$ cat config.mk
export PLATFORM = sky130hd
export DESIGN_NAME = compress_handler
export DESIGN_NICKNAME = d
export VERILOG_FILES = /design/src/rtl/compress_handler.sv
export SDC_FILE = /design/constraint.sdc
export NUM_CORES = 1
export LEC_CHECK = 0
export BUFFER_PORTS_ARGS = -buffer_cell sky130_fd_sc_hd__buf_2
export CAP_MARGIN = 25
export CORE_ASPECT_RATIO = 1.75
export CORE_MARGIN = 2
export CORE_UTILIZATION = 57
export DETAILED_ROUTE_END_ITERATION = 8
export PLACE_DENSITY = 0.8
export SETUP_SLACK_MARGIN = 0.05
export SLEW_MARGIN = 20
export SYNTH_ARGS = -nofsm -noshare
export SYNTH_HDL_FRONTEND = slang
export SYNTH_SLANG_ARGS = --single-unit
$ cat constraint.sdc
create_clock -name clk -period 5.65 [get_ports clk]
set_input_delay 1.695 -clock clk [delete_from_list [all_inputs] [get_ports clk]]
set_output_delay 1.695 -clock clk [all_outputs]
set_load 0.01 [all_outputs]
$ cat src/rtl/compress_handler.sv
// Run-length encoder: pulls bytes from RAM over the DMA read port and emits
// {bitValue, runLen[6:0]} codes, MSB-first, over a valid/ready stream.
module compress_handler #(
  parameter int ADDR_W  = 16,
  parameter int MAX_RUN = 127
) (
  input  logic              clk,
  input  logic              RST,
  input  logic              start,
  input  logic [ADDR_W-1:0] baseAddr,
  input  logic [15:0]       byteCount,
  output logic [ADDR_W-1:0] ramAddress,
  output logic              read_signal,
  input  logic [7:0]        ramDataOut,
  input  logic              doneRead,
  output logic [7:0]        code,
  output logic              code_valid,
  input  logic              code_ready,
  output logic              busy,
  output logic              done,
  output logic [15:0]       codeCount
);

  typedef enum logic [2:0] {IDLE, REQ, WAIT, SCAN, EMIT, FLUSH, FIN} state_t;

  localparam logic [6:0] RUN_LIMIT = 7'(MAX_RUN);

  state_t state, stateNext;

  logic [ADDR_W-1:0] baseLat;
  logic [15:0]       countLat;
  logic [15:0]       byteIdx;
  logic [7:0]        shiftReg;
  logic [2:0]        bitPtr;
  logic              byteEmpty;
  logic              firstBit;
  logic              curBit;
  logic [6:0]        runLen;

  logic scanBit, runBreak, handshake, lastByte;

  assign scanBit   = shiftReg[bitPtr];
  assign runBreak  = !firstBit && ((scanBit != curBit) || (runLen >= RUN_LIMIT));
  assign handshake = code_valid && code_ready;
  assign lastByte  = (byteIdx == countLat - 16'd1);

  always_comb begin
    stateNext = state;
    case (state)
      IDLE:  if (start) stateNext = (byteCount == 16'd0) ? FIN : REQ;
      REQ:   stateNext = WAIT;
      WAIT:  if (doneRead) stateNext = SCAN;
      SCAN: begin
        if (runBreak)             stateNext = EMIT;
        else if (bitPtr == 3'd0)  stateNext = lastByte ? FLUSH : REQ;
      end
      EMIT: begin
        // After the code is taken, resume wherever the bit stream left off.
        if (handshake) begin
          if (!byteEmpty)    stateNext = SCAN;
          else if (lastByte) stateNext = FLUSH;
          else               stateNext = REQ;
        end
      end
      FLUSH: if (handshake) stateNext = FIN;
      FIN:   stateNext = IDLE;
      default: stateNext = IDLE;
    endcase
  end

  always_ff @(posedge clk) begin
    if (RST) state <= IDLE;
    else     state <= stateNext;
  end

  always_ff @(posedge clk) begin
    if (RST) begin
      ramAddress  <= '0;
      read_signal <= 1'b0;
      code        <= '0;
      code_valid  <= 1'b0;
      busy        <= 1'b0;
      done        <= 1'b0;
      codeCount   <= '0;
      byteIdx     <= '0;
      byteEmpty   <= 1'b0;
      firstBit    <= 1'b0;
      curBit      <= 1'b0;
      runLen      <= '0;
    end else begin
      done <= 1'b0;
      case (state)
        IDLE: begin
          if (start) begin
            baseLat   <= baseAddr;
            countLat  <= byteCount;
            byteIdx   <= '0;
            codeCount <= '0;
            busy      <= 1'b1;
            firstBit  <= 1'b1;
          end
        end
        REQ: begin
          ramAddress  <= baseLat + ADDR_W'(byteIdx);
          read_signal <= 1'b1;
        end
        WAIT: begin
          if (doneRead) begin
            shiftReg    <= ramDataOut;
            read_signal <= 1'b0;
            bitPtr      <= 3'd7;
            byteEmpty   <= 1'b0;
          end
        end
        SCAN: begin
          bitPtr    <= bitPtr - 3'd1;
          byteEmpty <= (bitPtr == 3'd0);
          if (firstBit) begin
            curBit   <= scanBit;
            runLen   <= 7'd1;
            firstBit <= 1'b0;
          end else if (runBreak) begin
            code       <= {curBit, runLen};
            code_valid <= 1'b1;
            curBit     <= scanBit;
            runLen     <= 7'd1;
          end else begin
            runLen <= runLen + 7'd1;
          end
          if (stateNext == REQ) byteIdx <= byteIdx + 16'd1;
        end
        EMIT: begin
          if (handshake) begin
            code_valid <= 1'b0;
            codeCount  <= codeCount + 16'd1;
            if (stateNext == REQ) byteIdx <= byteIdx + 16'd1;
          end
        end
        FLUSH: begin
          // First FLUSH cycle loads the closing run; later cycles wait for it to be taken.
          if (!code_valid) begin
            code       <= {curBit, runLen};
            code_valid <= 1'b1;
          end else if (code_ready) begin
            code_valid <= 1'b0;
            codeCount  <= codeCount + 16'd1;
          end
        end
        FIN: begin
          done <= 1'b1;
          busy <= 1'b0;
        end
        default: ;
      endcase
    end
  end

endmodule

== After elaboration in Yosys (flattened, before gate mapping) ==
Cells that the tools add are included.
Operators by class
  $lt $le $gt $ge: 2
  reductions and logical operators: 28
  $add $sub $neg: 6
  bitwise logic cells: 1
  mux-type cells: 43
  equal/unequal tests: 17
Operators with widths (number)
  $mux 16: 6
  $pmux 16 s3: 2
  $add 16x1->16 const B: 2
  $mux 3: 10
  $mux 8: 3
  $pmux 3 s6: 1
  $add 16x16->16: 1
  $eq 16x16->1: 1
  $logic_not 16->1: 1
  $ne 2x2->1 const B: 8
  $pmux 8 s2: 1
  $sub 16x1->16 const B: 1
  $mux 7: 2
  $reduce_and 3->1: 4
  $reduce_bool 2->1: 6
  $mux 1: 11
  $reduce_and 2->1: 5
  $eq 3x3->1 const B: 3
  $reduce_bool 3->1: 3
  $pmux 1 s2: 4
  $reduce_and 4->1: 2
  $add 7x1->7 const B: 1
  $ge 7x7->1 const B: 1
  $eq 3x1->1 const B: 2
  other kinds (13): 16
Word-level totals
  register bits after elaboration: 116

== Logic depth before layout (Yosys ltp) ==
  word-level depth: 11
  gate-level depth with buffers: 11
  gate-level depth less buffers: 11

== Worst setup path after synthesis ==
OpenSTA, ideal clock, no wires.
  kind: input to register
  start: input port start
  end: register baseLat[0] (enable)
  buffers on the path: 1
  setup time: 0.461 ns
  stages: 3
  required time: 5.189 ns
  arrival time: 4.471 ns
  path slack: 0.718 ns
  cells stage by stage: or3b_2 clkbuf_1 nor3_1
Between the ends
  longest elaborated chain between the ends: 1
Ends and longest elaborated chain
  from (decl): RTL line 9  | input logic start,
  $reduce_and 3->1 (no line)
  to (signal assigned): RTL line 95  | baseLat <= baseAddr;
  to (decl): RTL line 30  | logic [ADDR_W-1:0] baseLat;
Every way passes these cells.
A chain may end at the register's enable or synchronous reset.

== Final worst setup path ==
  start: input port start
  end: register byteIdx[2]
Between the ends
  longest elaborated chain between the ends: 6
  elaborated cells on any way between the ends: 8
Ends and longest elaborated chain
  $mux 3: RTL line 50  | IDLE: if (start) stateNext = (byteCount == 16'd0) ? FIN : REQ;
  $pmux 3 s6: RTL line 49  | case (state)
  $eq 3x1->1: RTL line 130, 136
  $mux 16 (2 in a row)
  $pmux 16 s3
  to (signal assigned): RTL line 130  | if (stateNext == REQ) byteIdx <= byteIdx + 16'd1;
  to (signal assigned): RTL line 136  | if (stateNext == REQ) byteIdx <= byteIdx + 16'd1;
  to (decl): RTL line 32  | logic [15:0] byteIdx;
Parallel ways exist; a longest one is shown, timed or not. The select of a mux whose other input is x is not followed.

==> flow_metrics.env <==
export IMPL_place_inst=801
export IMPL_cts_htree_levels=4
export IMPL_rsz0062_at_grt="no"
export IMPL_cp_arrival_ns=4.00
export IMPL_clk_path_buf_depth=2
export IMPL_place_port_buffers=88
export IMPL_drv_cap=0
export IMPL_insertion_delay_ns=0.41
export IMPL_p_clk_frac=0.472
export IMPL_final_nets=761
export IMPL_status="finished, final reports clean"
export IMPL_whs_ns=0.4446
export IMPL_drive_gt1_frac=0.2150
export IMPL_postCtsSetupRepairBufs=0
export IMPL_synth_nets=672
export IMPL_fin_tns_setup_ns=0
export IMPL_grt_overflow=0
export IMPL_finalMaxSlewViolations=0
export IMPL_num_rows=49
export IMPL_seqCellArea_sq_um=2753
export IMPL_synth_async_reset_ratio=0
export IMPL_vias=4976
export IMPL_die_x_um=81.10
export IMPL_share_comb_of_total_power=0.109
export IMPL_drt_wl_total_mm=13.74
export IMPL_critPathSlowestCell="and2_0"
export IMPL_cts_buffers=17
export IMPL_synth_ff_latch_count=116
export IMPL_p_int_mw=1.724
export IMPL_synth_cell_types=75
export IMPL_start_kind="primary input"
export IMPL_min_period_over_period=0.6476
export IMPL_p_seq_frac=0.419
export IMPL_crit_fanout=14
export IMPL_place_ws_ns=1.589
export IMPL_max_stage_delay_ns=0.52
export IMPL_grtUsageTotal=0.2546
export IMPL_die_h_um=138.9
export IMPL_slew_headroom=0.3893
export IMPL_multiInputGateArea_sq_um=3008
export IMPL_yosysWarnings=0
export IMPL_fill_cells=805
export IMPL_worstMarginPinSlew_ns=0.9156
export IMPL_crit_chain="buf_2 -> or3b_2 -> nor2_1 -> a21oi_1 -> and2_0 -> a21oi_4 -> a2bb2oi_1"
export IMPL_required_ns=5.99
export IMPL_hold_buffers=0
export IMPL_finalSetupViolations=0
export IMPL_total_power_mw=2.307
export IMPL_path_clk_slew_ns=0.05
export IMPL_antenna_found_initial=0
export IMPL_syn_area_per_cell_sq_um=9.801
export IMPL_avgViaCountPerCell=5.966
export IMPL_synth_edf_count=43
export IMPL_power_leakage_nw=2.927
export IMPL_power_switching_uw=582.6
export IMPL_hold_path_class="flip-flop to flip-flop"
export IMPL_fin_cells=834
export IMPL_clock_skew_ns=0.007013
export IMPL_p_sw_frac=0.2526
export IMPL_max_freq_mhz=273.3
export IMPL_postRouteAntennaNets=0
export IMPL_irDropWorstVdd_mv=0.2541
export IMPL_syn_cell_area_sq_um=5929
export IMPL_die_area_sq_um=11270
export IMPL_synth_cells=605
export IMPL_cp_end_kind="flip-flop"
export IMPL_syn_to_final_growth_pct=19.05
export IMPL_ioPinCount=89
export IMPL_grt_pass1_vias=4833
export IMPL_cts_sinks=116
export IMPL_start_util=0.5826
export IMPL_cts_resized=0
export IMPL_hold_viol_final=0
export IMPL_fin_crit_ns=3.659
export IMPL_ys_seq_area_frac=0.4642
export IMPL_diodes=0
export IMPL_place_congestion=0.8787
export IMPL_firstDrtPassIters=5
export IMPL_wl_per_cell_um=16.47
export IMPL_synthFlopType="dfxtp_1"
export IMPL_grt_pass1_wl_mm=22.16
export IMPL_cts_tree="yes"
export IMPL_setup_slack_ns=1.991
export IMPL_crit_type="primary input to flip-flop"
export IMPL_first_iter_violations=332
export IMPL_route_detailed_drc=0
export IMPL_clock_root_buffer="clkbuf_16"
export IMPL_grt_max_degree=38
export IMPL_dp_hpwl_mm=9.857
export IMPL_power_density_nw_per_um2=326.8
export IMPL_core_sq_um=10180
per-layer routing:
metal / vias to the layer above / wire [um] / part of all wire / GRT usage
met5: - / 0 / 0 / 0
met4: 0 / 495 / 0.036 / 0.1338
met3: 45 / 602 / 0.044 / 0.05664
met2: 163 / 7460 / 0.54 / 0.4511
met1: 2373 / 5179 / 0.38 / 0.2722
li1: 2395 / - / - / -
through the flow:
step             util  cell area (sq um)
5_1_grt        0.6936               7059
4_1_cts        0.6929               7052
6_report       0.6936               7059
2_1_floorplan       -               5929
3_3_place_gp   0.6339               6451
3_5_place_dp   0.6339               6451
sequential cells by signal (all words and copies together), names as in the netlist:
signal	cells
state	3
code_valid	1
code	8
runLen	7
curBit	1
bitPtr	3
read_signal	1
firstBit	1
shiftReg	8
baseLat	16
codeCount	16
byteEmpty	1
done	1
countLat	16
ramAddress	16
byteIdx	16
busy	1
layout make-up:
cell class / count / share of cell area
tap: 127 / 0.02251
clock inverter: 13 / 0.02233
timing repair buffer: 92 / 0.06629
sequential: 116 / 0.3899
inverter: 19 / 0.01010
multi-input combinational: 448 / 0.4261
clock buffer: 19 / 0.06274
critical path, delay by kind of cell:
kind / cells / cell delay, ns
buffers and inverters: 1 / 0.07
AND/OR/NAND/NOR: 3 / 1.36
AO/OA/AOI/OAI: 3 / 0.87
cells by family (layout without fill, tap and decap cells):
family | Yosys count | after routing | share of synthesized area
muxes | 18 | 18 | 0.03503
adders and majority gates | 22 | 22 | 0.04769
DFF | 116 | 116 | 0.4642
buffers and inverters | 41 | 143 | 0.02975
xor gates and xnor gates | 50 | 50 | 0.07386
AOI/OAI and AO/OA | 135 | 135 | 0.1576
and+or+nand+nor | 223 | 223 | 0.1918
placed cells by master, fill, tap and decap left out, types with 3 or more instances in the layout:
cell type / count
o21ai_0: 26
nand4_1: 10
clkinv_2: 3
a31oi_1: 5
or2_2: 4
edfxtp_1: 43
nand3_1: 19
mux2i_1: 14
nor3_1: 13
a41o_2: 4
o31a_1: 3
nand2b_1: 9
nor2_1: 60
inv_1: 18
xnor2_1: 26
dfxtp_1: 73
bufinv_16: 3
ha_1: 21
nor2b_1: 9
clkbuf_16: 17
nand4b_1: 3
buf_2: 89
nor4_1: 7
clkinvlp_4: 3
a21oi_1: 38
a211oi_1: 7
a41o_1: 5
nand2_1: 52
and3_1: 13
or3_1: 3
buf_4: 3
o21a_1: 14
o31ai_1: 4
xor2_1: 24
cells in the mapped netlist (all sizes together) (5+ instances only):
master / count / share of area
a21oi: 40 / 0.036
nand4: 11 / 0.013
edfxtp: 43 / 0.22
a31oi: 6 / 0.0089
clkbuf: 17 / 0.011
nor4: 9 / 0.013
nand2b: 9 / 0.0095
mux2i: 14 / 0.024
xnor2: 26 / 0.038
ha: 21 / 0.044
and3: 14 / 0.015
nand3: 19 / 0.016
dfxtp: 73 / 0.25
nor3: 14 / 0.012
inv: 18 / 0.011
xor2: 24 / 0.035
a211oi: 7 / 0.0089
o21ai: 28 / 0.024
nor2: 60 / 0.038
o21a: 15 / 0.020
a41o: 9 / 0.016
nor2b: 10 / 0.011
nand2: 52 / 0.033
buf: 5 / 0.0070
worst paths after layout:
check / startpoint / end / slack (ns) / cells after the start
hold reg to reg: ramAddress[9] / ramAddress[9] / 0.44 / 2
setup reg to reg: countLat[0] / byteIdx[2] / 2.25 / 8
setup / recovery: start / byteIdx[2] / 1.99 / 7
hold / removal: ramAddress[9] / ramAddress[9] / 0.44 / 2
power groups by stage:
stage / sequential [mW] / combinational (mW) / clock (mW)
floorplan: 0.973 / 0.179 / 0
global placement: 0.981 / 0.240 / 0
detailed placement: 0.982 / 0.249 / 0
CTS: 0.965 / 0.252 / 1.09
global route: 0.972 / 0.281 / 1.14
finish: 0.967 / 0.252 / 1.09
Note: power is estimated with default switching activity, not from simulation.
